[config.mk]
export PLATFORM = sky130hd
export DESIGN_NAME = mem_bist_ctrl
export DESIGN_NICKNAME = d
export VERILOG_FILES = /design/src/rtl/mem_bist_ctrl_pkg.sv /design/src/rtl/mem_bist_pattern.sv /design/src/rtl/mem_bist_ctrl.sv
export SDC_FILE = /design/constraint.sdc
export NUM_CORES = 1
export LEC_CHECK = 0
export CORE_ASPECT_RATIO = 1.5
export CORE_MARGIN = 4
export CORE_UTILIZATION = 44
export CTS_CLUSTER_DIAMETER = 60
export DETAILED_ROUTE_END_ITERATION = 8
export PLACE_DENSITY = 0.76
export SLEW_MARGIN = 20
export SYNTH_ARGS = -nofsm -noshare
export SYNTH_HDL_FRONTEND = slang
export SYNTH_SLANG_ARGS = --single-unit
[constraint.sdc]
create_clock -name clk -period 4.35 [get_ports clk]
set_input_delay 0.435 -clock clk [delete_from_list [all_inputs] [get_ports clk]]
set_output_delay 0.435 -clock clk [all_outputs]
set_load 0.02 [all_outputs]
[src/rtl/mem_bist_ctrl_pkg.sv]
// ============================================================================
// Module : mem_bist_ctrl_pkg
// Brief  : State encodings and pattern-select codes shared by the BIST files.
// Rev    : 1.0  initial release
// ============================================================================
`default_nettype none

package mem_bist_ctrl_pkg;

    typedef enum logic [2:0] {
        S_IDLE   = 3'd0,
        S_WR     = 3'd1,
        S_WR_GAP = 3'd2,
        S_RD     = 3'd3,
        S_RD_CHK = 3'd4,
        S_DONE   = 3'd5
    } state_t;

    localparam logic PAT_DOUBLE = 1'b0;
    localparam logic PAT_INVERT = 1'b1;

endpackage : mem_bist_ctrl_pkg

`default_nettype wire

[src/rtl/mem_bist_pattern.sv]
// ============================================================================
// Module : mem_bist_pattern
// Brief  : Combinational test-pattern generator: (2*addr) mod 2**DATA_W, or its inverse.
// Rev    : 1.0  initial release
// ============================================================================
`default_nettype none

module mem_bist_pattern
    import mem_bist_ctrl_pkg::*;
#(
    parameter int ADDR_W = 10,
    parameter int DATA_W = 8
) (
    input  logic [ADDR_W-1:0] addr,
    input  logic              pattern_sel,
    output logic [DATA_W-1:0] data
);

    logic [ADDR_W:0]   w_dbl;
    logic [DATA_W-1:0] w_base;

    // Cast both truncates and zero-extends, so any DATA_W/ADDR_W pairing wraps cleanly.
    assign w_dbl  = {addr, 1'b0};
    assign w_base = DATA_W'(w_dbl);
    assign data   = (pattern_sel == PAT_DOUBLE) ? w_base : ~w_base;

endmodule : mem_bist_pattern

`default_nettype wire

[src/rtl/mem_bist_ctrl.sv]
// ============================================================================
// Module : mem_bist_ctrl
// Brief  : Write-then-read-back RAM self test with error count and first failing address.
// Rev    : 1.0  initial release
// ============================================================================
`default_nettype none

module mem_bist_ctrl
    import mem_bist_ctrl_pkg::*;
#(
    parameter int ADDR_W = 10,
    parameter int DATA_W = 8,
    parameter int DEPTH  = 1024
) (
    input  logic              clk,
    input  logic              rst,
    input  logic              start,
    input  logic [ADDR_W:0]   num_words,
    input  logic              pattern_sel,
    output logic              busy,
    output logic              done,
    output logic              pass,
    output logic [ADDR_W:0]   err_count,
    output logic [ADDR_W-1:0] first_err_addr,
    output logic              mem_cs,
    output logic              mem_wr,
    output logic [ADDR_W-1:0] mem_addr,
    output logic [DATA_W-1:0] mem_wdata,
    input  logic [DATA_W-1:0] mem_rdata
);

    localparam logic [ADDR_W:0] c_depth = (ADDR_W+1)'(DEPTH);

    state_t              r_state;
    logic [ADDR_W-1:0]   r_addr;
    logic [ADDR_W-1:0]   r_last_addr;
    logic                r_sel;
    logic [DATA_W-1:0]   r_rdata;
    logic [ADDR_W:0]     r_err_count;
    logic [ADDR_W-1:0]   r_first_err_addr;
    logic                r_pass;
    logic                r_done;
    logic                r_busy;
    logic                r_mem_cs;
    logic                r_mem_wr;
    logic [ADDR_W-1:0]   r_mem_addr;
    logic [DATA_W-1:0]   r_mem_wdata;

    logic [ADDR_W:0]     w_n_clamp;
    logic [ADDR_W-1:0]   w_addr_inc;
    logic [ADDR_W-1:0]   w_pat_addr;
    logic                w_pat_sel;
    logic [DATA_W-1:0]   w_pat;
    logic                w_mismatch;
    logic [ADDR_W:0]     w_err_next;
    logic                w_last;

    assign w_n_clamp  = (num_words > c_depth) ? c_depth : num_words;
    assign w_addr_inc = r_addr + 1'b1;
    assign w_last     = (r_addr == r_last_addr);
    assign w_pat_sel  = (r_state == S_IDLE) ? pattern_sel : r_sel;

    // One generator serves both directions: the next write address, or the address being checked.
    always_comb begin
        w_pat_addr = r_addr;
        if (r_state == S_IDLE) begin
            w_pat_addr = '0;
        end else if (r_state == S_WR_GAP) begin
            w_pat_addr = w_addr_inc;
        end
    end

    mem_bist_pattern #(
        .ADDR_W (ADDR_W),
        .DATA_W (DATA_W)
    ) u_pattern (
        .addr        (w_pat_addr),
        .pattern_sel (w_pat_sel),
        .data        (w_pat)
    );

    assign w_mismatch = (r_state == S_RD_CHK) && (r_rdata != w_pat);
    assign w_err_next = r_err_count + (ADDR_W+1)'(w_mismatch);

    always_ff @(posedge clk) begin
        if (rst) begin
            r_state          <= S_IDLE;
            r_addr           <= '0;
            r_last_addr      <= '0;
            r_sel            <= 1'b0;
            r_rdata          <= '0;
            r_err_count      <= '0;
            r_first_err_addr <= '0;
            r_pass           <= 1'b0;
            r_done           <= 1'b0;
            r_busy           <= 1'b0;
            r_mem_cs         <= 1'b0;
            r_mem_wr         <= 1'b0;
            r_mem_addr       <= '0;
            r_mem_wdata      <= '0;
        end else begin
            r_done      <= 1'b0;
            r_mem_cs    <= 1'b0;
            r_mem_wr    <= 1'b0;
            r_mem_wdata <= '0;
            case (r_state)
                S_IDLE: begin
                    if (start) begin
                        r_sel            <= pattern_sel;
                        r_addr           <= '0;
                        r_last_addr      <= ADDR_W'(w_n_clamp - 1'b1);
                        r_err_count      <= '0;
                        r_first_err_addr <= '0;
                        r_pass           <= 1'b0;
                        if (w_n_clamp == '0) begin
                            r_state <= S_DONE;
                            r_done  <= 1'b1;
                            r_pass  <= 1'b1;
                            r_busy  <= 1'b0;
                        end else begin
                            r_state     <= S_WR;
                            r_busy      <= 1'b1;
                            r_mem_cs    <= 1'b1;
                            r_mem_wr    <= 1'b1;
                            r_mem_addr  <= '0;
                            r_mem_wdata <= w_pat;
                        end
                    end
                end
                S_WR: begin
                    r_state <= S_WR_GAP;
                end
                S_WR_GAP: begin
                    if (w_last) begin
                        r_addr     <= '0;
                        r_state    <= S_RD;
                        r_mem_cs   <= 1'b1;
                        r_mem_addr <= '0;
                    end else begin
                        r_addr      <= w_addr_inc;
                        r_state     <= S_WR;
                        r_mem_cs    <= 1'b1;
                        r_mem_wr    <= 1'b1;
                        r_mem_addr  <= w_addr_inc;
                        r_mem_wdata <= w_pat;
                    end
                end
                S_RD: begin
                    r_rdata <= mem_rdata;
                    r_state <= S_RD_CHK;
                end
                S_RD_CHK: begin
                    r_err_count <= w_err_next;
                    if (w_mismatch && (r_err_count == '0)) begin
                        r_first_err_addr <= r_addr;
                    end
                    if (w_last) begin
                        r_state <= S_DONE;
                        r_done  <= 1'b1;
                        r_busy  <= 1'b0;
                        r_pass  <= (w_err_next == '0);
                    end else begin
                        r_addr     <= w_addr_inc;
                        r_state    <= S_RD;
                        r_mem_cs   <= 1'b1;
                        r_mem_addr <= w_addr_inc;
                    end
                end
                S_DONE: begin
                    r_state <= S_IDLE;
                end
                default: begin
                    r_state <= S_IDLE;
                    r_busy  <= 1'b0;
                end
            endcase
        end
    end

    assign busy           = r_busy;
    assign done           = r_done;
    assign pass           = r_pass;
    assign err_count      = r_err_count;
    assign first_err_addr = r_first_err_addr;
    assign mem_cs         = r_mem_cs;
    assign mem_wr         = r_mem_wr;
    assign mem_addr       = r_mem_addr;
    assign mem_wdata      = r_mem_wdata;

endmodule : mem_bist_ctrl

`default_nettype wire

* Word-level counts from Yosys, hierarchy flattened
Cells that the tools add are included.
** Cells by class
- Add/sub/neg operators :: 3
- Eq/ne operators :: 12
- Multiplexer cells :: 40
- Reductions and logical operators :: 16
- Bitwise logic cells :: 2
- Order comparisons :: 1
** Operator list (count)
- 10-bit 2-to-1 mux :: 6
- 10-bit one-hot mux with 3 select lines :: 2
- 11-bit logical NOT :: 3
- 8-bit 2-to-1 mux :: 4
- 11-bit 2-to-1 mux :: 2
- 11-bit one-hot mux with 2 select lines :: 1
- 10-bit one-hot mux with 2 select lines :: 1
- 8-bit one-hot mux with 2 select lines :: 1
- 3-bit one-hot mux with 5 select lines :: 1
- 7-bit 2-to-1 mux :: 2
- 3-bit AND reduction :: 4
- 11-bit by 1-bit adder with 11-bit output :: 1
- 11-bit greater-than comparator, second input constant :: 1
- 1-bit 2-to-1 mux :: 11
- 10-bit by 1-bit adder with 10-bit output, second input constant :: 1
- 10-bit equality test :: 1
- 10-bit by 1-bit subtractor with 10-bit output, second input constant :: 1
- 3-bit 2-to-1 mux :: 3
- 2-bit inequality test, second input constant :: 4
- 8-bit inequality test :: 1
- 8-bit NOT :: 1
- 3-bit by 2-bit equality test with 1-bit output, second input constant :: 2
- 3-bit equality test, second input constant :: 2
- 1-bit one-hot mux with 2 select lines :: 3
- 12 further kinds :: 15
** Storage, ports and cells
- Flip-flop bits (word level) :: 76
- Logic and storage cells :: 88
- Output and inout port bits :: 44
- Input bits :: 23

* Longest topological paths before layout
Gate-level depths: netlist of the first run.
- Word-level depth :: 11
- Gate-level depth with buffers :: 17
- Gate-level depth less buffers :: 16

* Modules after synthesis
A second synthesis of the first run with hierarchy kept.
** Unflattened totals
- Cell total of the unflattened synthesis :: 472
- Area total of the unflattened synthesis :: 3962.6 um^2
** Modules (own cells, without submodules)
- mem_bist_ctrl :: area each 3882.5 um^2, seq. area each 1521.5 um^2, cells an instance 463, times used 1
- mem_bist_pattern :: area each 80.1 um^2, seq. area each 0.0 um^2, cells an instance 9, times used 1

* Worst setup path before layout of the first run
OpenSTA, ideal clock, no wires.
- Path type :: register -> register
- Start :: reg r_state[0]
- End :: reg r_done (netlist: done)
- Stages on the path, launching flop included :: 16
- Slack :: 0.667 ns
- Setup time :: 0.114 ns
- Required time :: 4.236 ns
- Buffers on the path :: 1
- Period minus slack after synthesis :: 3.683 ns
- Arrival :: 3.568 ns
- Cell sequence :: dfxtp_1 > buf_6 > or4b_1 > mux2_2 > nand2_1 > a211oi_1 > o221a_1 > a31oi_1 > ha_1 > ha_1 > nand3_1 > nor3_1 > a31oi_1 > nor3_1 > o21ai_1 > a2111oi_0
** On the way
- Longest elaborated chain between the ends :: 2
- Elaborated cells between the ends (all ways) :: 3
- Classes of those cells :: eq/ne (1); mux (1); reduce/logical (1)
** RTL lines
- from (decl) :: line mem_bist_ctrl.sv:34 : state_t r_state;
- from (signal assigned) :: line mem_bist_ctrl.sv:87 : r_state <= S_IDLE;
- from (signal assigned) :: line mem_bist_ctrl.sv:116 : r_state <= S_DONE;
- from (signal assigned) :: line mem_bist_ctrl.sv:121 : r_state <= S_WR;
- 3-bit equality test / 3-bit logical NOT (equally long branches) :: line mem_bist_ctrl.sv:106 : case (r_state)
- 1-bit one-hot mux with 2 select lines (*) :: line mem_bist_ctrl.sv:106
- to (signal assigned) :: line mem_bist_ctrl.sv:95 : r_done <= 1'b0;
- to (signal assigned) :: line mem_bist_ctrl.sv:102 : r_done <= 1'b0;
- to (signal assigned) :: line mem_bist_ctrl.sv:117 : r_done <= 1'b1;
- to (decl) :: line mem_bist_ctrl.sv:42 : logic r_done;
Every way passes the cells marked *; elsewhere a longest branch is shown, timed or not.
A chain may end at the register's enable or synchronous reset.

* Worst setup path in the final report of the first run
- Start :: reg r_state[2]
- End :: reg r_done (netlist: done)
The elaborated chain is that of the path after synthesis.

==> results of run 1 <==
## worst max-delay path by stage
stage / from / end / slack [ns] / depth (start not counted)
final: r_state[2] / done / 0.39 / 17
after global routing: r_state[2] / done / 0.03 / 17
after CTS: r_state[0] / done / 0.21 / 16
after detailed placement: pattern_sel / done / 0.17 / 15
after global placement: pattern_sel / done / 0.35 / 15
after floorplan: r_state[0] / done / 0.67 / 15
## power by group
group	internal (mW)	switching, mW	leakage [nW]
clock network	0.473	0.278	0.149
logic	0.100	0.131	1.15
registers	0.717	0.0141	0.617
total	1.29	0.423	1.92
## metal layers
layer | part of all wire | vias up | track usage
met4 | 0.020 | 0 | 0.0912
met2 | 0.53 | 90 | 0.352
met5 | 0 | - | 0
met1 | 0.42 | 1898 | 0.228
met3 | 0.036 | 13 | 0.0277
li1 | - | 1960 | -
## area by class of cell
cell class,instances,area [um2]
well taps,112,140
multi-input cells,398,2540
repair buffers,82,776
clock buffers,12,256
clock inverters,4,47.5
fillers,871,4000
flip-flops and latches,76,1520
inverters,5,18.8
## critical path, cell delays in order, from the launching register on
cell and delay (ns):
dfxtp_1 0.36, buf_4 0.23, or3_4 0.38, a21o_2 0.27, a211oi_1 0.20, and4_1 0.22
o221a_1 0.22, a31oi_1 0.11, ha_1 0.22, ha_1 0.26, nand3_1 0.19, nor3_1 0.10
buf_4 0.15, nor3_1 0.13, a31oi_1 0.07, nor3_2 0.23, o21ai_1 0.12, a2111oi_1 0.40
## cells in the final DEF (no fill, tap or decap), types with 2 or more instances in the layout
| cell | instances |
|---|---|
| a211oi_1 | 4 |
| a21o_1 | 2 |
| a21oi_1 | 30 |
| a22oi_1 | 11 |
| a311oi_1 | 2 |
| a31oi_1 | 10 |
| and2_1 | 7 |
| and3_1 | 7 |
| and4_1 | 2 |
| buf_4 | 16 |
| clkbuf_16 | 9 |
| clkbuf_8 | 2 |
| clkdlybuf4s50_1 | 65 |
| clkinv_2 | 2 |
| dfxtp_1 | 74 |
| dfxtp_2 | 2 |
| ha_1 | 4 |
| inv_1 | 5 |
| mux2i_1 | 20 |
| nand2_1 | 33 |
| nand2b_1 | 17 |
| nand3_1 | 12 |
| nand3b_1 | 15 |
| nand4_1 | 5 |
| nand4b_1 | 2 |
| nor2_1 | 69 |
| nor2b_1 | 4 |
| nor3_1 | 20 |
| nor3_2 | 2 |
| nor4_1 | 8 |
| nor4b_1 | 4 |
| nor4b_2 | 2 |
| o211ai_1 | 5 |
| o21a_1 | 2 |
| o21ai_0 | 24 |
| o31a_1 | 2 |
| or3_1 | 7 |
| xnor2_1 | 26 |
| xor2_1 | 13 |
## cell families (layout without fill, tap and decap cells)
family	Yosys count	in the layout
simple gates	227	227
compound gates	107	107
flops	76	76
buf+inv	44	103
xor+xnor	39	39
mux	21	21
fa+ha+maj	4	4
## repair_timing
action                                  4_1_cts  5_1_grt
buffers inserted                              0        0
endpoints found under the setup margin        0        1
resized for setup                             0        9
## sequential cells by signal, indices dropped and copies added (netlist names), 3 cells and up
signal / count
err_count: 11
first_err_addr: 10
mem_addr: 10
mem_wdata: 8
r_addr: 10
r_last_addr: 10
r_rdata: 8
r_state: 3
==> qor.yml, run 1 <==
status: "finished clean"
place_congestion: 0.874
drtIter0Drc: 242
numCtsBuffers: 9
cap_violations: 0
postRouteWirelength_um: 10800
worst_setup_path_start_kind: "flip-flop"
maxSlewViolCount: 0
synth-compound-area-share: 0.165
design.die.area_mm2: 0.0113
fp.dieW_um: 88
synth.area.mux_share: 0.0501
ys_ff_latch: 76
wl_per_cell_um: 15.7
clk_latency_ns: 0.34
syn_inst: 518
rows: 43
synth_flop_cell: "dfxtp_1"
grt_pass1_vias: 3665
placed_area_mm2: 0.00496
synth-seq-area-share: 0.360
yosysWarnings: 0
synth_top_cell_by_area: "dfxtp_1"
critPathMaxFanout: 20
synth_edf_count: 0
synth_area_mm2: 0.00422
finalPower_mw: 1.71
max_freq_ghz: 0.253
cp.required_ns: 4.58
grt_usage: 0.198
timing.final.crit_share: 0.910
synth_top_family_by_area: "simple AND/OR/NAND/NOR gates"
synth-async-reset-ratio: 0
dp.cells: 673
portBuffers: 66
viasPerCell: 5.75
period_needed_ns: 3.96
fp.coreArea_mm2: 0.00931
min_path_cells: 2
synthAdderAreaFrac: 0.0118
netlist_top_cells_area: "dfxtp_1 36%, nor2_1 6.1%, xnor2_1 5.4%"
reg2reg_to: "done"
drt-pass1-iter-count: 5
hpwl_um: 7940
worst_pin_slew_ns: 0.736
r2r_slack_ns: 0.39
worst_hold_path_type: "reg2reg"
antenna_found_initial: 0
end_kind: "flip-flop"
r2r_start: "r_state[2]"
final_area_mm2: 0.00530
diodes: 0
worst_ep_arrival_time_ns: 4.19
setup_viol_count_final: 0
cts.path.max_buffers: 2
io_pins: 67
initial_utilization: 0.454
cts.reportedPaths.clkPinSlew_ns: 0.06
synth_top_area_share: 0.360
pre_cts_slack_ns: 0.173
synth_area_per_cell_um2: 8.15
utilization: 0.570
fp.dieH_um: 128
path_class: "reg2reg"
cts_hold_buf: 0
final_cells: 689
synthTopCellsByCount: "76 x dfxtp_1, 69 x nor2_1, 33 x nand2_1"
p_per_area_mw_per_mm2: 323
power.leakage_nw: 1.92
vias: 3961
r2r_cells: 17
drt.antenna.violating_nets: 0
rsz0062_at_grt: "no"
min_from: "mem_addr[2]"
remaining_drc_errors: 0
overflow: 0
synthMostInstantiatedCell: "dfxtp_1"
cts_tree: "built"
clock_skew_ns: 0.00790
hold_viol: 0
peakVddDrop_v: 0.000211
cts.sinks: 76
finalSetupTns_ns: 0
slew_headroom: 0.505
min_to: "mem_addr[2]"
cts_htree_levels: 3
synth.distinct_cells: 62
fin_nets: 599
synth_xor_xnor_area_share: 0.0809
syn2layout_area_growth_pct: 25.6
synth_nets: 545
fin_ws_ns: 0.391
clockRootBuffer: "clkbuf_16"
whs_ns: 0.448
grt_max_degree: 56
drive_above_1_share: 0.0867
synthSimpleGateAreaFrac: 0.285
grt_pass1_wl_um: 17500
No activity file was read; power rests on OpenSTA's default activity.
==> run 2, diff against run 1 <==
--- a/config.mk
+++ b/config.mk
@@ -11,6 +11,7 @@
 export CTS_CLUSTER_DIAMETER = 60
 export DETAILED_ROUTE_END_ITERATION = 8
 export PLACE_DENSITY = 0.76
+export SETUP_SLACK_MARGIN = 0.1
 export SLEW_MARGIN = 20
 export SYNTH_ARGS = -nofsm -noshare
 export SYNTH_HDL_FRONTEND = slang
==> run 2 against run 1 <==
Via count hardly changed; maximum frequency up 1.2%; critical path depth decreased by 1; cell area increased by 0.19%; sequential cell count is the same; global-route usage stayed put; routed wire length unchanged; non-clock buffer count is the same; largest power group unchanged; highest routed layer unchanged.
==> qor.yml, run 2 (same netlist as run 1, synthesis figures left out) <==
io_pins: 67  # unchanged
fin_nets: 599  # unchanged
end_kind: "flip-flop"
cap_violations: 0  # unchanged
r2r_slack_ns: 0.44  # +0.05 ns
cts_htree_levels: 3  # unchanged
drt-pass1-iter-count: 4  # -1
fp.coreArea_mm2: 0.00931  # unchanged
fp.dieH_um: 128  # unchanged
drt.antenna.violating_nets: 0  # unchanged
drive_above_1_share: 0.0901  # +0.00347
path_buf_inv: 1  # -1
dp.cells: 673  # unchanged
maxSlewViolCount: 0  # unchanged
cts_tree: "built"
clockRootBuffer: "clkbuf_16"
antenna_found_initial: 0  # unchanged
reg2reg_to: "done"
initial_utilization: 0.454  # unchanged
wl_per_cell_um: 15.7  # unchanged
clock_skew_ns: 0.00727  # -0.000630 ns
cts.path.max_buffers: 2  # unchanged
min_from: "mem_addr[2]"
cts_setup_buffers: 0  # unchanged
critPathMaxStageDelay_ns: 0.51  # +0.11 ns
place_congestion: 0.874  # unchanged
grt_pass1_vias: 3665  # unchanged
pre_cts_slack_ns: 0.173  # unchanged
multi_input_area_mm2: 0.00255  # +0.39%
remaining_drc_errors: 0  # unchanged
design.die.area_mm2: 0.0113  # unchanged
min_to: "mem_addr[2]"
drtIter0Drc: 222  # -8.3%
rsz0062_at_grt: "no"
final_cells: 689  # unchanged
rows: 43  # unchanged
nFillCells: 870  # -0.11%
cts.sinks: 76  # unchanged
worst_hold_path_type: "reg2reg"
max_freq_ghz: 0.256  # +1.2%
peakVddDrop_v: 0.000212  # +0.68%
cts.repair.resized: 0  # unchanged
critPathMaxFanout: 9  # -55%
largest_reg_flops: 11  # unchanged
vias: 3964  # +0.076%
viasPerCell: 5.75  # about the same
period_needed_ns: 3.91  # -0.0480 ns
numCtsBuffers: 9  # unchanged
grt_max_degree: 56  # unchanged
r2r_cells: 16  # -1
hold_viol: 0  # unchanged
portBuffers: 66  # unchanged
layout_common_cells: "74 x dfxtp_1, 69 x nor2_1, 65 x clkdlybuf4s50_1, 33 x nand2_1, 30 x a21oi_1"
worst_pin_slew_ns: 0.740  # +0.00328 ns
finalSetupTns_ns: 0  # unchanged
cts.reportedPaths.clkPinSlew_ns: 0.06  # about the same
status: "finished clean"
fp.dieW_um: 88  # unchanged
cts_hold_buf: 0  # unchanged
syn2layout_area_growth_pct: 25.8
power.leakage_nw: 1.92  # about the same
final_common_cell: "dfxtp_1"
overflow: 0  # unchanged
clk_latency_ns: 0.34  # about the same
slowest_stage: "or4_4"
worst_ep_arrival_time_ns: 4.14  # -0.05 ns
diodes: 0  # unchanged
path_class: "reg2reg"
critPathTopFamily: "simple AND/OR/NAND/NOR gates"
min_path_cells: 2  # unchanged
crit_chain: "or2_4 -> and2_4 -> or4_4 -> a21bo_1 -> o32ai_2 -> a31oi_1 -> ha_1 -> ha_1 -> nand3_2 -> nor3_1 -> buf_4 -> nor3_1 -> a31oi_1 -> nor3_2 -> o21ai_1 -> a2111oi_2"
slew_headroom: 0.502  # -0.00221
p_per_area_mw_per_mm2: 323  # -0.17%
postRouteWirelength_um: 10800  # unchanged
whs_ns: 0.447  # -0.000968 ns
cp.required_ns: 4.58  # about the same
grt_pass1_wl_um: 17500  # unchanged
grt_usage: 0.198  # unchanged
hpwl_um: 7940  # unchanged
seqCellArea_mm2: 0.00152  # unchanged
worst_setup_path_start_kind: "flip-flop"
fin_ws_ns: 0.439  # +0.0480 ns
timing.final.crit_share: 0.899  # -0.0110
r2r_start: "r_state[0]"
setup_viol_count_final: 0  # unchanged
[run 2: cell counts in the layout (fill, tap and decap cells not counted)]
No cell type changed its count.
[run 2: final cells by class]
type,count,share of cell area
Clock buffer,12,0.0483
Multi-Input combinational cell,398,0.480
Inverter,5,0.00353
Clock inverter,4,0.00895
Sequential cell,76,0.287
Timing Repair Buffer,82,0.146
Tap cell,112,0.0264
[run 2: metrics by stage]
stage / area (um2) / util / power [mW]
2_1_floorplan: 4220 / - / 0.898
3_3_place_gp: 4960 / 0.533 / 0.968
3_5_place_dp: 4960 / 0.533 / 0.974
4_1_cts: 5260 / 0.565 / 1.73
5_1_grt: 5310 / 0.571 / 1.78
6_report: 5310 / 0.571 / 1.71
[run 2: how the worst max path moves through the flow]
stage                      from  endpoint  slack (ns)  depth (start not counted)
finish               r_state[0]      done        0.44                         16
global route         r_state[2]      done        0.10                         17
CTS                  r_state[0]      done        0.21                         16
global placement    pattern_sel      done        0.35                         15
detailed placement  pattern_sel      done        0.17                         15
floorplan            r_state[0]      done        0.67                         15
[run 2: power breakdown]
| part | switching (mW) | leakage (nW) | total, mW | internal [mW] |
|---|---|---|---|---|
| combinational | 0.131 | 1.15 | 0.231 | 0.100 |
| clock | 0.279 | 0.149 | 0.752 | 0.473 |
| sequential | 0.0141 | 0.617 | 0.731 | 0.717 |
| total | 0.423 | 1.92 | 1.71 | 1.29 |
[run 2: layer usage]
layer / vias up / routed length, um / global-route usage
met4: 0 / 272 / 0.0912
met3: 22 / 464 / 0.0277
met1: 1882 / 4410 / 0.228
li1: 1955 / - / -
met5: - / 0 / 0
met2: 105 / 5670 / 0.352
[run 2: worst reg2reg max path, cell delays in order (launching register included)]
cell	delay, ns
dfxtp_1	0.39
or2_4	0.35
and2_4	0.18
or4_4	0.51
a21bo_1	0.22
o32ai_2	0.18
a31oi_1	0.15
ha_1	0.23
ha_1	0.27
nand3_2	0.14
nor3_1	0.08
buf_4	0.15
nor3_1	0.13
a31oi_1	0.07
nor3_2	0.23
o21ai_1	0.14
a2111oi_2	0.41
==> run 3, diff against run 2 <==
--- a/config.mk
+++ b/config.mk
@@ -6,11 +6,11 @@
 export NUM_CORES = 1
 export LEC_CHECK = 0
 export CORE_ASPECT_RATIO = 1.5
-export CORE_MARGIN = 4
-export CORE_UTILIZATION = 44
+export CORE_MARGIN = 1
+export CORE_UTILIZATION = 30
 export CTS_CLUSTER_DIAMETER = 60
 export DETAILED_ROUTE_END_ITERATION = 8
-export PLACE_DENSITY = 0.76
+export PLACE_DENSITY = 0.58
 export SETUP_SLACK_MARGIN = 0.1
 export SLEW_MARGIN = 20
 export SYNTH_ARGS = -nofsm -noshare
==> run 3 against run 2 <==
Sequential power about the same; clock power grew 8.8%; via count decreased by 2.0%; clock skew increased by 0.0058 ns.
==> qor.yml, run 3 (same netlist as run 1, synthesis figures left out) <==
status: "finished clean"
hold_viol: 0  # unchanged
finalPower_mw: 1.78  # +3.9%
initial_utilization: 0.311  # -0.143
utilization: 0.396  # -0.175
critPathMaxFanout: 12  # +3
fp.coreArea_mm2: 0.0136  # +46%
overflow: 0  # unchanged
whs_ns: 0.463  # +0.0156 ns
cts_setup_buffers: 0  # unchanged
finalSetupTns_ns: 0  # unchanged
end_kind: "flip-flop"
worst_pin_slew_ns: 0.982  # +0.243 ns
viasPerCell: 5.27  # -8.5%
maxSlewViolCount: 0  # unchanged
clk_latency_ns: 0.34  # about the same
cts_hold_buf: 0  # unchanged
design.die.area_mm2: 0.0146  # +29%
setup_viol_count_final: 0  # unchanged
slew_headroom: 0.345  # -0.157
worst_ep_arrival_time_ns: 4.25  # +0.11 ns
grt_pass1_vias: 3699  # +0.93%
cts.path.max_buffers: 2  # unchanged
fin_ws_ns: 0.331  # -0.108 ns
path_class: "reg2reg"
wl_met2_um: 5660  # about the same
p_per_area_mw_per_mm2: 331  # +2.6%
cts_tree: "built"
timing.final.crit_share: 0.924  # +0.0249
max_freq_ghz: 0.249  # -2.7%
worst_setup_path_start_kind: "flip-flop"
final_common_cell: "dfxtp_1"
vias: 3886  # -2.0%
largest_reg_flops: 11  # unchanged
fp.dieH_um: 147  # +15%
cts.sinks: 76  # unchanged
remaining_drc_errors: 0  # unchanged
reg2reg_to: "done"
dp.cells: 722  # +7.3%
pre_cts_slack_ns: 0.0710  # -0.102 ns
cap_violations: 0  # unchanged
nFillCells: 1375  # +58%
m1WireLength_um: 5060  # +15%
numCtsBuffers: 9  # unchanged
period_needed_ns: 4.02  # +0.108 ns
drive_above_1_share: 0.0903  # +0.000156
startpoint: "r_state[0]"
diodes: 0  # unchanged
r2r_cells: 16  # unchanged
power.leakage_nw: 1.91  # -0.35%
cp.required_ns: 4.58  # about the same
placed_area_mm2: 0.00501  # +1.1%
cts.repair.resized: 0  # unchanged
wl_met3_um: 473  # +1.9%
cts.reportedPaths.clkPinSlew_ns: 0.06  # about the same
hpwl_um: 8340  # +5.0%
drt.antenna.violating_nets: 0  # unchanged
final_cells: 738  # +7.1%
r2r_slack_ns: 0.33  # -0.11 ns
rows: 52  # +21%
grt_usage: 0.162  # -0.0361
grt_pass1_wl_um: 18600  # +5.9%
highest_layer: "met4"
cts_htree_levels: 3  # unchanged
clockRootBuffer: "clkbuf_16"
peakVddDrop_v: 0.000208  # -2.1%
io_pins: 67  # unchanged
postRouteWirelength_um: 11500  # +6.7%
antenna_found_initial: 0  # unchanged
worst_hold_path_type: "reg2reg"
r2r_start: "r_state[0]"
place_congestion: 0.820  # -6.3%
layout_common_cells: "74 x dfxtp_1, 69 x nor2_1, 65 x clkdlybuf4s50_1, 33 x nand2_1, 30 x a21oi_1"
clock_skew_ns: 0.0131  # +0.00581 ns
wl_per_cell_um: 15.6  # -0.42%
fp.dieW_um: 98.9  # +12%
drtIter0Drc: 190  # -14%
syn2layout_area_growth_pct: 27.5
portBuffers: 66  # unchanged
crit_path_end: "done"
fin_nets: 598  # -0.17%
final_area_mm2: 0.00539  # +1.3%
grt_max_degree: 56  # unchanged
rsz0062_at_grt: "no"
drt-pass1-iter-count: 7  # +3
[run 3: cell types whose count changed in the layout (fill, tap and decap cells not counted), sizes merged]
| cell | delta |
|---|---|
| inv | +1 |
| clkbuf | -1 |
| clkinv | -2 |
| bufinv | +1 |
| clkinvlp | +1 |
| buf | -1 |
[run 3: power by group]
group	switching [mW]	total, mW	internal, mW
Combinational	0.131	0.230	0.0996
Clock	0.297	0.818	0.520
Sequential	0.0165	0.733	0.717
[run 3: worst min-delay path by stage]
stage	startpoint	to	slack, ns	cells after the start
after floorplan	r_last_addr[6]	r_last_addr[6]	0.45	2
after global placement	mem_addr[2]	mem_addr[2]	0.45	2
after detailed placement	mem_addr[3]	mem_addr[3]	0.45	2
after CTS	mem_addr[3]	mem_addr[3]	0.46	2
after global routing	r_last_addr[6]	r_last_addr[6]	0.50	2
final	mem_addr[3]	mem_addr[3]	0.46	2
[run 3: critical path, cell delays in order, from the launching register on]
cell and delay, ns:
dfxtp_1 0.43, or2_4 0.36, and2_4 0.18, or4_4 0.51, a21bo_1 0.21, o32ai_2 0.20
a31oi_1 0.14, ha_1 0.22, ha_1 0.25, nand3_1 0.18, nor3_1 0.10, buf_4 0.15
nor3_1 0.14, a31oi_1 0.08, nor3_2 0.24, o21ai_1 0.13, a2111oi_2 0.39
[run 3: per-layer routing]
| layer | track usage | vias up |
|---|---|---|
| li1 | - | 1944 |
| met1 | 0.188 | 1822 |
| met2 | 0.282 | 100 |
| met3 | 0.0304 | 20 |
| met4 | 0.0776 | 0 |
| met5 | 0 | - |
[run 3: final cells by class]
type,count,area (um2),share of cell area
clock inverters,5,83.8,0.0156
clock buffers,11,243,0.0451
inverters,5,18.8,0.00349
well taps,162,203,0.0376
repair buffers,81,768,0.143
flip-flops and latches,76,1520,0.283
multi-input cells,398,2540,0.473
